**src/rtl/data_obi_arbiter.sv**
```systemverilog
// Two-requester OBI data-port arbiter: round-robin with a lock that holds the
// request until it is granted, and an ID FIFO that routes responses back in order.
module data_obi_arbiter #(
  parameter int MAX_OUTSTANDING = 2
) (
  input  logic        clk_i,
  input  logic        rst_i,
  input  logic [1:0]  req_i,
  output logic [1:0]  gnt_o,
  output logic [1:0]  rvalid_o,
  input  logic [1:0]  we_i,
  input  logic [7:0]  be_i,
  input  logic [63:0] addr_i,
  input  logic [63:0] wdata_i,
  output logic [31:0] rdata_o,
  output logic        data_req_o,
  input  logic        data_gnt_i,
  input  logic        data_rvalid_i,
  output logic        data_we_o,
  output logic [3:0]  data_be_o,
  output logic [31:0] data_addr_o,
  output logic [31:0] data_wdata_o,
  input  logic [31:0] data_rdata_i,
  output logic        err_o
);

  localparam int PTR_W = (MAX_OUTSTANDING > 1) ? $clog2(MAX_OUTSTANDING) : 1;
  localparam int CNT_W = $clog2(MAX_OUTSTANDING + 1);
  localparam logic [PTR_W-1:0] PTR_LAST = PTR_W'(MAX_OUTSTANDING - 1);
  localparam logic [CNT_W-1:0] CNT_MAX  = CNT_W'(MAX_OUTSTANDING);

  function automatic logic [PTR_W-1:0] ptr_next(input logic [PTR_W-1:0] p);
    return (p == PTR_LAST) ? '0 : p + 1'b1;
  endfunction

  logic             lock_q;
  logic             lock_sel_q;
  logic             prio_q;
  logic             err_q;
  logic [PTR_W-1:0] wptr_q;
  logic [PTR_W-1:0] rptr_q;
  logic [CNT_W-1:0] cnt_q;
  logic             id_q [MAX_OUTSTANDING];

  logic sel;
  logic full;
  logic empty;
  logic push;
  logic pop;
  logic head;

  // A pending (ungranted) request keeps its requester selected until granted.
  always_comb begin
    sel = 1'b0;
    if (lock_q)              sel = lock_sel_q;
    else if (req_i == 2'b11) sel = prio_q;
    else                     sel = req_i[1];
  end

  assign full  = (cnt_q == CNT_MAX);
  assign empty = (cnt_q == '0);
  assign head  = id_q[rptr_q];

  assign data_req_o = req_i[sel] & ~full & ~rst_i;
  assign push       = data_req_o & data_gnt_i;
  assign pop        = data_rvalid_i & ~empty & ~rst_i;

  assign gnt_o    = {push & sel, push & ~sel};
  assign rvalid_o = {pop & head, pop & ~head};
  assign rdata_o  = data_rdata_i;
  assign err_o    = err_q;

  assign data_we_o    = sel ? we_i[1]         : we_i[0];
  assign data_be_o    = sel ? be_i[7:4]       : be_i[3:0];
  assign data_addr_o  = sel ? addr_i[63:32]   : addr_i[31:0];
  assign data_wdata_o = sel ? wdata_i[63:32]  : wdata_i[31:0];

  always_ff @(posedge clk_i) begin
    if (rst_i) begin
      lock_q     <= 1'b0;
      lock_sel_q <= 1'b0;
      prio_q     <= 1'b0;
      err_q      <= 1'b0;
      wptr_q     <= '0;
      rptr_q     <= '0;
      cnt_q      <= '0;
    end else begin
      lock_q     <= data_req_o & ~data_gnt_i;
      lock_sel_q <= sel;
      if (push) begin
        prio_q <= ~sel;
        wptr_q <= ptr_next(wptr_q);
      end
      if (pop) rptr_q <= ptr_next(rptr_q);
      cnt_q <= cnt_q + CNT_W'(push) - CNT_W'(pop);
      // Stray response or grant without a request is a protocol violation.
      if ((data_rvalid_i & empty) | (data_gnt_i & ~data_req_o)) err_q <= 1'b1;
    end
  end

  always_ff @(posedge clk_i) begin
    if (push) id_q[wptr_q] <= sel;
  end

endmodule

```
**config.mk**
```make
export PLATFORM = sky130hd
export DESIGN_NAME = data_obi_arbiter
export DESIGN_NICKNAME = d
export VERILOG_FILES = /design/src/rtl/data_obi_arbiter.sv
export SDC_FILE = /design/constraint.sdc
export NUM_CORES = 1
export LEC_CHECK = 0
export BUFFER_PORTS_ARGS = -buffer_cell sky130_fd_sc_hd__buf_4
export CORE_AREA = 2 2 109 111
export CTS_CLUSTER_SIZE = 25
export DETAILED_ROUTE_END_ITERATION = 10
export DIE_AREA = 0 0 111 113
export GPL_ROUTABILITY_DRIVEN = 1
export GPL_TIMING_DRIVEN = 0
export PLACE_DENSITY = 0.56
export SLEW_MARGIN = 40
export SYNTH_ARGS = -nofsm -noshare
export SYNTH_HDL_FRONTEND = slang
export SYNTH_SLANG_ARGS = --single-unit
```
**constraint.sdc**
```tcl
create_clock -name clk_i -period 2.2 [get_ports clk_i]
set_input_delay 0.11 -clock clk_i [delete_from_list [all_inputs] [get_ports clk_i]]
set_output_delay 0.11 -clock clk_i [all_outputs]
set_load 0.005 [all_outputs]
```
==> flow_summary.toml, run 1 <==
[outcome]
result_of_the_run = "finished, final reports clean"

[power]
power_leakage_nw = 1.918
ir_worst_vdd_uv = 323.2
power_density_nw_per_um2 = 371.0

[cts]
cts_post_setup_buffers_inserted = 0
holdBufCountCts = 0
tritoncts = "done"
post_cts_resized = 0
longest_clk_path_bufs = 2
clock_tree.root_cell = "sky130_fd_sc_hd__clkbuf_16"
clk_pin_slew_worst_paths_ns = 0.04
cts_num_sinks = 11
clock_latency_ns = 0.24
cts_made_buffers = 3
cts_htree_levels = 1

[final_layout]
area_growth_syn_to_layout_pct = 131.0
multi_input_comb_area_um2 = 1035
final_util = 0.3339
register_area_um2 = 240.2
final_layout_size_suffix_gt1_frac = 0.7428
finish.cell_count_without_fillers = 559
finalNetCount = 595
diodes = 0
stdcell_area_um2 = 3764
nFillCells = 1177

[global_routing]
grtUsageMet3 = 0.01928
grt_start_max_net_pins = 12
grtUsageTotal = 0.1020
met2_usage = 0.1877
grt.busiest_layer = "met2"
global_route.usage.met1 = 0.1266
gr-total-overflow = 0
first_global_vias = 2053
grt_pass1_wl_mm = 10.71
grt_antenna_before_repair = 0

[setup_path]
slowest_delay_ns = 0.35
critical_path.n_buffers_inverters = 3
arr_time_crit_path_ns = 1.79
critPathCaptureType = "output pin"
timing.critical_path.cells = "nand2b_1, o21ai_1, buf_6, buf_8, mux2_1, buf_4"
critPathLaunchType = "register"
timing_worst_setup_path_type = "reg -> out"
crit_path_top_delay_cell = "sky130_fd_sc_hd__mux2_1"
cp_data_required_time_ns = 2.09
timing.critical_path.max_delay_family = "buffers and inverters"
critPathMaxFanout = 10

[floorplan]
rows = 39
num_io_pins = 283
die_outline_area_um2 = 12540
initial_utilization = 0.1445
die-width_um = 111
fp.dieH_um = 113
core_area_um2 = 11270

[synthesis]
avgSynthCellArea_um2 = 10.06
synthesis.area_um2 = 1629
synth.yosys.warnings = 0
synth.distinct_cells = 29
share_of_synthesized_area_occupied_by_flip_flops_and_latches = 0.1475
ys_seq_elements = 11
syn_nets = 340
syn-instance-count = 162

[timing]
grt_setup_unrepaired = "false"
fin_setup_tns_ns = 0
fin_worst_skew_ns = 0.003031
slew_viol_final = 0
hold_viol = 0
maxClockFrequency_ghz = 0.5273
worst-slew-pin-transition_ns = 0.4191
max-slew-margin-rel = 0.7181
timing.final.crit_share = 0.8621
period_minus_slack_ns = 1.897
worst_path_setup_slack_after_routing_ns = 0.3035
setup_viol = 0

[routing]
drt-total-wl_mm = 7.206
detail_route.first_pass.iterations = 3
drt.antenna.violating_nets = 0
post_detailed_route_wirelength_per_cell_um = 12.89
violation_count_after_the_first_detailed_routing_iteration = 49
residual_drc = 0
vias = 2092
avgViaCountPerCell = 3.742

[placement]
dpl.cell_count = 555
numPortBuffers = 250
hpwl_mm = 6.325
placedInstanceArea_um2 = 3685
pre_cts_ws_ns = 0.3342
final_weighted_congestion_in_routability_driven_placement = 0.7553

[run]
cap_violations = 0

[hold_path]
worst_hold_check_path_type = "in -> reg"
worst paths after layout:
| check | end | startpoint | depth (start not counted) | slack (ns) |
|---|---|---|---|---|
| min | lock_q | data_gnt_i | 2 | 0.05 |
| min reg2reg | wptr_q | wptr_q | 1 | 0.45 |
| max | data_addr_o[30] | lock_q | 6 | 0.30 |
| max reg2reg | cnt_q[0] | lock_q | 6 | 0.35 |
metrics by stage:
step / hold WS (ns) / total power, W
finish: 0.05117 / 0.001396
global route: 0.05462 / 0.001480
CTS: 0.05067 / 0.001420
detailed placement: 0.3025 / 0.001077
global placement: 0.3028 / 0.001070
floorplan: 0.1868 / 0.0005863
kinds of logic after synthesis:
| group | count (synthesis) | share of synthesized area |
|---|---|---|
| simple gates | 23 | 0.07143 |
| fa+ha+maj | 2 | 0.01536 |
| xor+xnor | 3 | 0.01613 |
| compound gates | 10 | 0.04915 |
| mux | 70 | 0.4831 |
| flops | 11 | 0.1475 |
| buf+inv | 43 | 0.2174 |
synth_stat cells:
cell / count / area, um2
sky130_fd_sc_hd__o211ai_1: 1 / 7.510
sky130_fd_sc_hd__or3b_2: 1 / 8.760
sky130_fd_sc_hd__nor2_1: 10 / 37.54
sky130_fd_sc_hd__ha_1: 2 / 25.02
sky130_fd_sc_hd__inv_1: 2 / 7.510
sky130_fd_sc_hd__mux2_2: 14 / 157.7
sky130_fd_sc_hd__a21oi_1: 1 / 5.000
sky130_fd_sc_hd__mux2i_1: 1 / 10.01
sky130_fd_sc_hd__o2111ai_2: 1 / 15.01
sky130_fd_sc_hd__edfxtp_1: 2 / 60.06
sky130_fd_sc_hd__dfxtp_1: 9 / 180.2
sky130_fd_sc_hd__buf_2: 1 / 5.000
sky130_fd_sc_hd__nand2_1: 1 / 3.750
sky130_fd_sc_hd__o21ai_0: 1 / 5.000
sky130_fd_sc_hd__clkbuf_1: 1 / 3.750
sky130_fd_sc_hd__o2bb2ai_1: 3 / 26.28
sky130_fd_sc_hd__xnor2_1: 1 / 8.760
sky130_fd_sc_hd__o21ai_1: 1 / 5.000
sky130_fd_sc_hd__nor2b_1: 6 / 37.54
sky130_fd_sc_hd__buf_4: 32 / 240.2
sky130_fd_sc_hd__a21boi_0: 1 / 7.510
sky130_fd_sc_hd__nand2b_1: 2 / 12.51
sky130_fd_sc_hd__xor2_1: 2 / 17.52
sky130_fd_sc_hd__buf_8: 5 / 75.07
sky130_fd_sc_hd__o2111ai_1: 1 / 8.760
sky130_fd_sc_hd__nor3_1: 2 / 10.01
sky130_fd_sc_hd__mux2_1: 55 / 619.3
sky130_fd_sc_hd__buf_6: 2 / 22.52
sky130_fd_sc_hd__and2_1: 1 / 6.260
flip-flops by register name, indices dropped and copies added, names as in the netlist, named ones only:
register and flops:
cnt_q 2, err_o 1, id_q 2, lock_q 1
lock_sel_q 1, prio_q 1, rptr_q 1, wptr_q 1
placed cells by master (no fill, tap or decap), types with 3 or more instances in the layout:
cell                          n
sky130_fd_sc_hd__buf_4      282
sky130_fd_sc_hd__buf_8        5
sky130_fd_sc_hd__clkbuf_16    3
sky130_fd_sc_hd__dfxtp_1      9
sky130_fd_sc_hd__mux2_1      55
sky130_fd_sc_hd__mux2_2      14
sky130_fd_sc_hd__nor2_1      10
sky130_fd_sc_hd__nor2b_1      6
sky130_fd_sc_hd__o2bb2ai_1    3
report_power, final:
part	internal [W]	switching [W]
sequential	0.000232	0.0000160
combinational	0.000550	0.000267
clock	0.000243	0.0000881
total	0.00102	0.000371
worst register-to-register path, stage by stage, from the launching register on:
cell,delay [ns]
sky130_fd_sc_hd__dfxtp_1,0.34
sky130_fd_sc_hd__or3b_2,0.50
sky130_fd_sc_hd__o2111ai_2,0.19
sky130_fd_sc_hd__ha_1,0.31
sky130_fd_sc_hd__inv_1,0.05
sky130_fd_sc_hd__ha_1,0.21
sky130_fd_sc_hd__nor2b_1,0.13
metal layers:
layer	routed length, um	share of wire
met1	2820	0.39
met2	3818	0.53
met3	531	0.074
met4	36	0.0050
met5	0	0
final cells by class:
type / instances / area share
Inverter: 2 / 0.001995
Tap cell: 143 / 0.04754
Sequential cell: 11 / 0.06383
Timing Repair Buffer: 250 / 0.4987
Buffer: 41 / 0.09209
Multi-Input combinational cell: 108 / 0.2749
Clock buffer: 4 / 0.02094
Power figures use the tool's default switching activity.
==> inputs of run 2 (changes only) <==
--- a/config.mk
+++ b/config.mk
@@ -12,6 +12,7 @@
 export DIE_AREA = 0 0 111 113
 export GPL_ROUTABILITY_DRIVEN = 1
 export GPL_TIMING_DRIVEN = 0
+export HOLD_SLACK_MARGIN = 0.1
 export PLACE_DENSITY = 0.56
 export SLEW_MARGIN = 40
 export SYNTH_ARGS = -nofsm -noshare
==> flow_summary.toml, run 2 (synthesis gave the netlist of run 1 again) <==
[final_layout]
final_layout_size_suffix_gt1_frac = 0.7410
diodes = 0
final_util = 0.3348
nFillCells = 1177
leading_cell_type_in_the_layout_fill_and_taps_excluded = "sky130_fd_sc_hd__buf_4"
layout_common_cells = "282 x sky130_fd_sc_hd__buf_4, 55 x sky130_fd_sc_hd__mux2_1, 14 x sky130_fd_sc_hd__mux2_2"
finalNetCount = 596
layout_top_registers = "cnt_q (2), id_q (2)"
area_growth_syn_to_layout_pct = 131.6

[global_routing]
grt_antenna_before_repair = 0
met2_usage = 0.1894
grt_start_max_net_pins = 12
grtUsageMet3 = 0.01928
first_global_vias = 2059
grt_pass1_wl_mm = 10.74
grt.busiest_layer = "met2"
gr-total-overflow = 0
global_route.usage.met1 = 0.1266
grtUsageTotal = 0.1025

[cts]
tritoncts = "done"
post_cts_resized = 0
longest_clk_path_bufs = 2
cts_htree_levels = 1
clock_tree.root_cell = "sky130_fd_sc_hd__clkbuf_16"
holdBufCountCts = 1
clock_latency_ns = 0.24
cts_num_sinks = 11
clk_pin_slew_worst_paths_ns = 0.04
cts_post_setup_buffers_inserted = 0
cts_made_buffers = 3

[routing]
violation_count_after_the_first_detailed_routing_iteration = 53
drt.antenna.violating_nets = 0
drt-total-wl_mm = 7.237
avgViaCountPerCell = 3.739
vias = 2094
detail_route.first_pass.iterations = 4
residual_drc = 0
post_detailed_route_wirelength_per_cell_um = 12.92

[hold_path]
worst_hold_check_path_type = "in -> reg"

[placement]
numPortBuffers = 250
hpwl_mm = 6.325
final_weighted_congestion_in_routability_driven_placement = 0.7553

[timing]
timing.final.crit_share = 0.8621
grt_setup_unrepaired = "false"
fin_worst_skew_ns = 0.003241
maxClockFrequency_ghz = 0.5273
fin_setup_tns_ns = 0
worst-slew-pin-transition_ns = 0.4191
period_minus_slack_ns = 1.897
max-slew-margin-rel = 0.7181
slew_viol_final = 0
setup_viol = 0
hold_viol = 0

[power]
power_density_nw_per_um2 = 370.5
power_leakage_nw = 1.922
ir_worst_vdd_uv = 323.2

[floorplan]
fp.dieH_um = 113
die-width_um = 111
core_area_um2 = 11270
die_outline_area_um2 = 12540
num_io_pins = 283
rows = 39
initial_utilization = 0.1445

[setup_path]
critPathLaunchType = "register"
critPathCaptureType = "output pin"
timing_worst_setup_path_type = "reg -> out"
critPathMaxFanout = 10
cp_data_required_time_ns = 2.09
arr_time_crit_path_ns = 1.79

[outcome]
result_of_the_run = "finished, final reports clean"

[run]
cap_violations = 0
==> run 2: worst paths after layout <==
path                  from         endpoint  slack, ns  depth (start not counted)
max reg2reg         lock_q         cnt_q[0]       0.34                          6
max                 lock_q  data_addr_o[30]       0.30                          6
min          data_rvalid_i            err_o       0.16                          3
min reg2reg         wptr_q           wptr_q       0.45                          1
==> run 2: stage by stage <==
stage,power [W],area (um2),setup slack (ns),hold WS [ns],cells
after detailed placement,0.001077,3685,0.3342,0.3025,555
after floorplan,0.0005863,1629,0.4654,0.1868,162
after global placement,0.001070,3685,0.3680,0.3028,555
after CTS,0.001422,3774,0.2518,0.1602,560
after global routing,0.001482,3774,0.1469,0.1774,560
final,0.001398,3774,0.3035,0.1621,560
==> run 2: layer usage <==
| metal | up-vias | share of wire |
|---|---|---|
| met5 | - | 0 |
| met4 | 0 | 0.0050 |
| met3 | 3 | 0.073 |
| met2 | 110 | 0.53 |
| met1 | 932 | 0.39 |
| li1 | 1049 | - |
==> run 2: area by class of cell <==
class / count / area, um2 / area share
Buffer: 41 / 346.6 / 0.09184
Multi-Input combinational cell: 108 / 1035 / 0.2742
Inverter: 2 / 7.507 / 0.001989
Sequential cell: 11 / 240.2 / 0.06366
Tap cell: 143 / 178.9 / 0.04741
Clock buffer: 4 / 78.83 / 0.02089
Timing Repair Buffer: 251 / 1887 / 0.5000
==> run 2: power by group <==
part / switching [W] / leakage, nW / total, W / internal [W]
logic: 0.000268 / 1.79 / 0.000819 / 0.000551
clock network: 0.0000878 / 0.0382 / 0.000331 / 0.000243
registers: 0.0000160 / 0.0927 / 0.000248 / 0.000232
==> run 2: worst max-delay path, cell delays in order (launching register included) <==
cell and delay, ns:
sky130_fd_sc_hd__dfxtp_1 0.32, sky130_fd_sc_hd__nand2b_1 0.14, sky130_fd_sc_hd__o21ai_1 0.20, sky130_fd_sc_hd__buf_6 0.23, sky130_fd_sc_hd__buf_8 0.16, sky130_fd_sc_hd__mux2_1 0.35
sky130_fd_sc_hd__buf_4 0.15
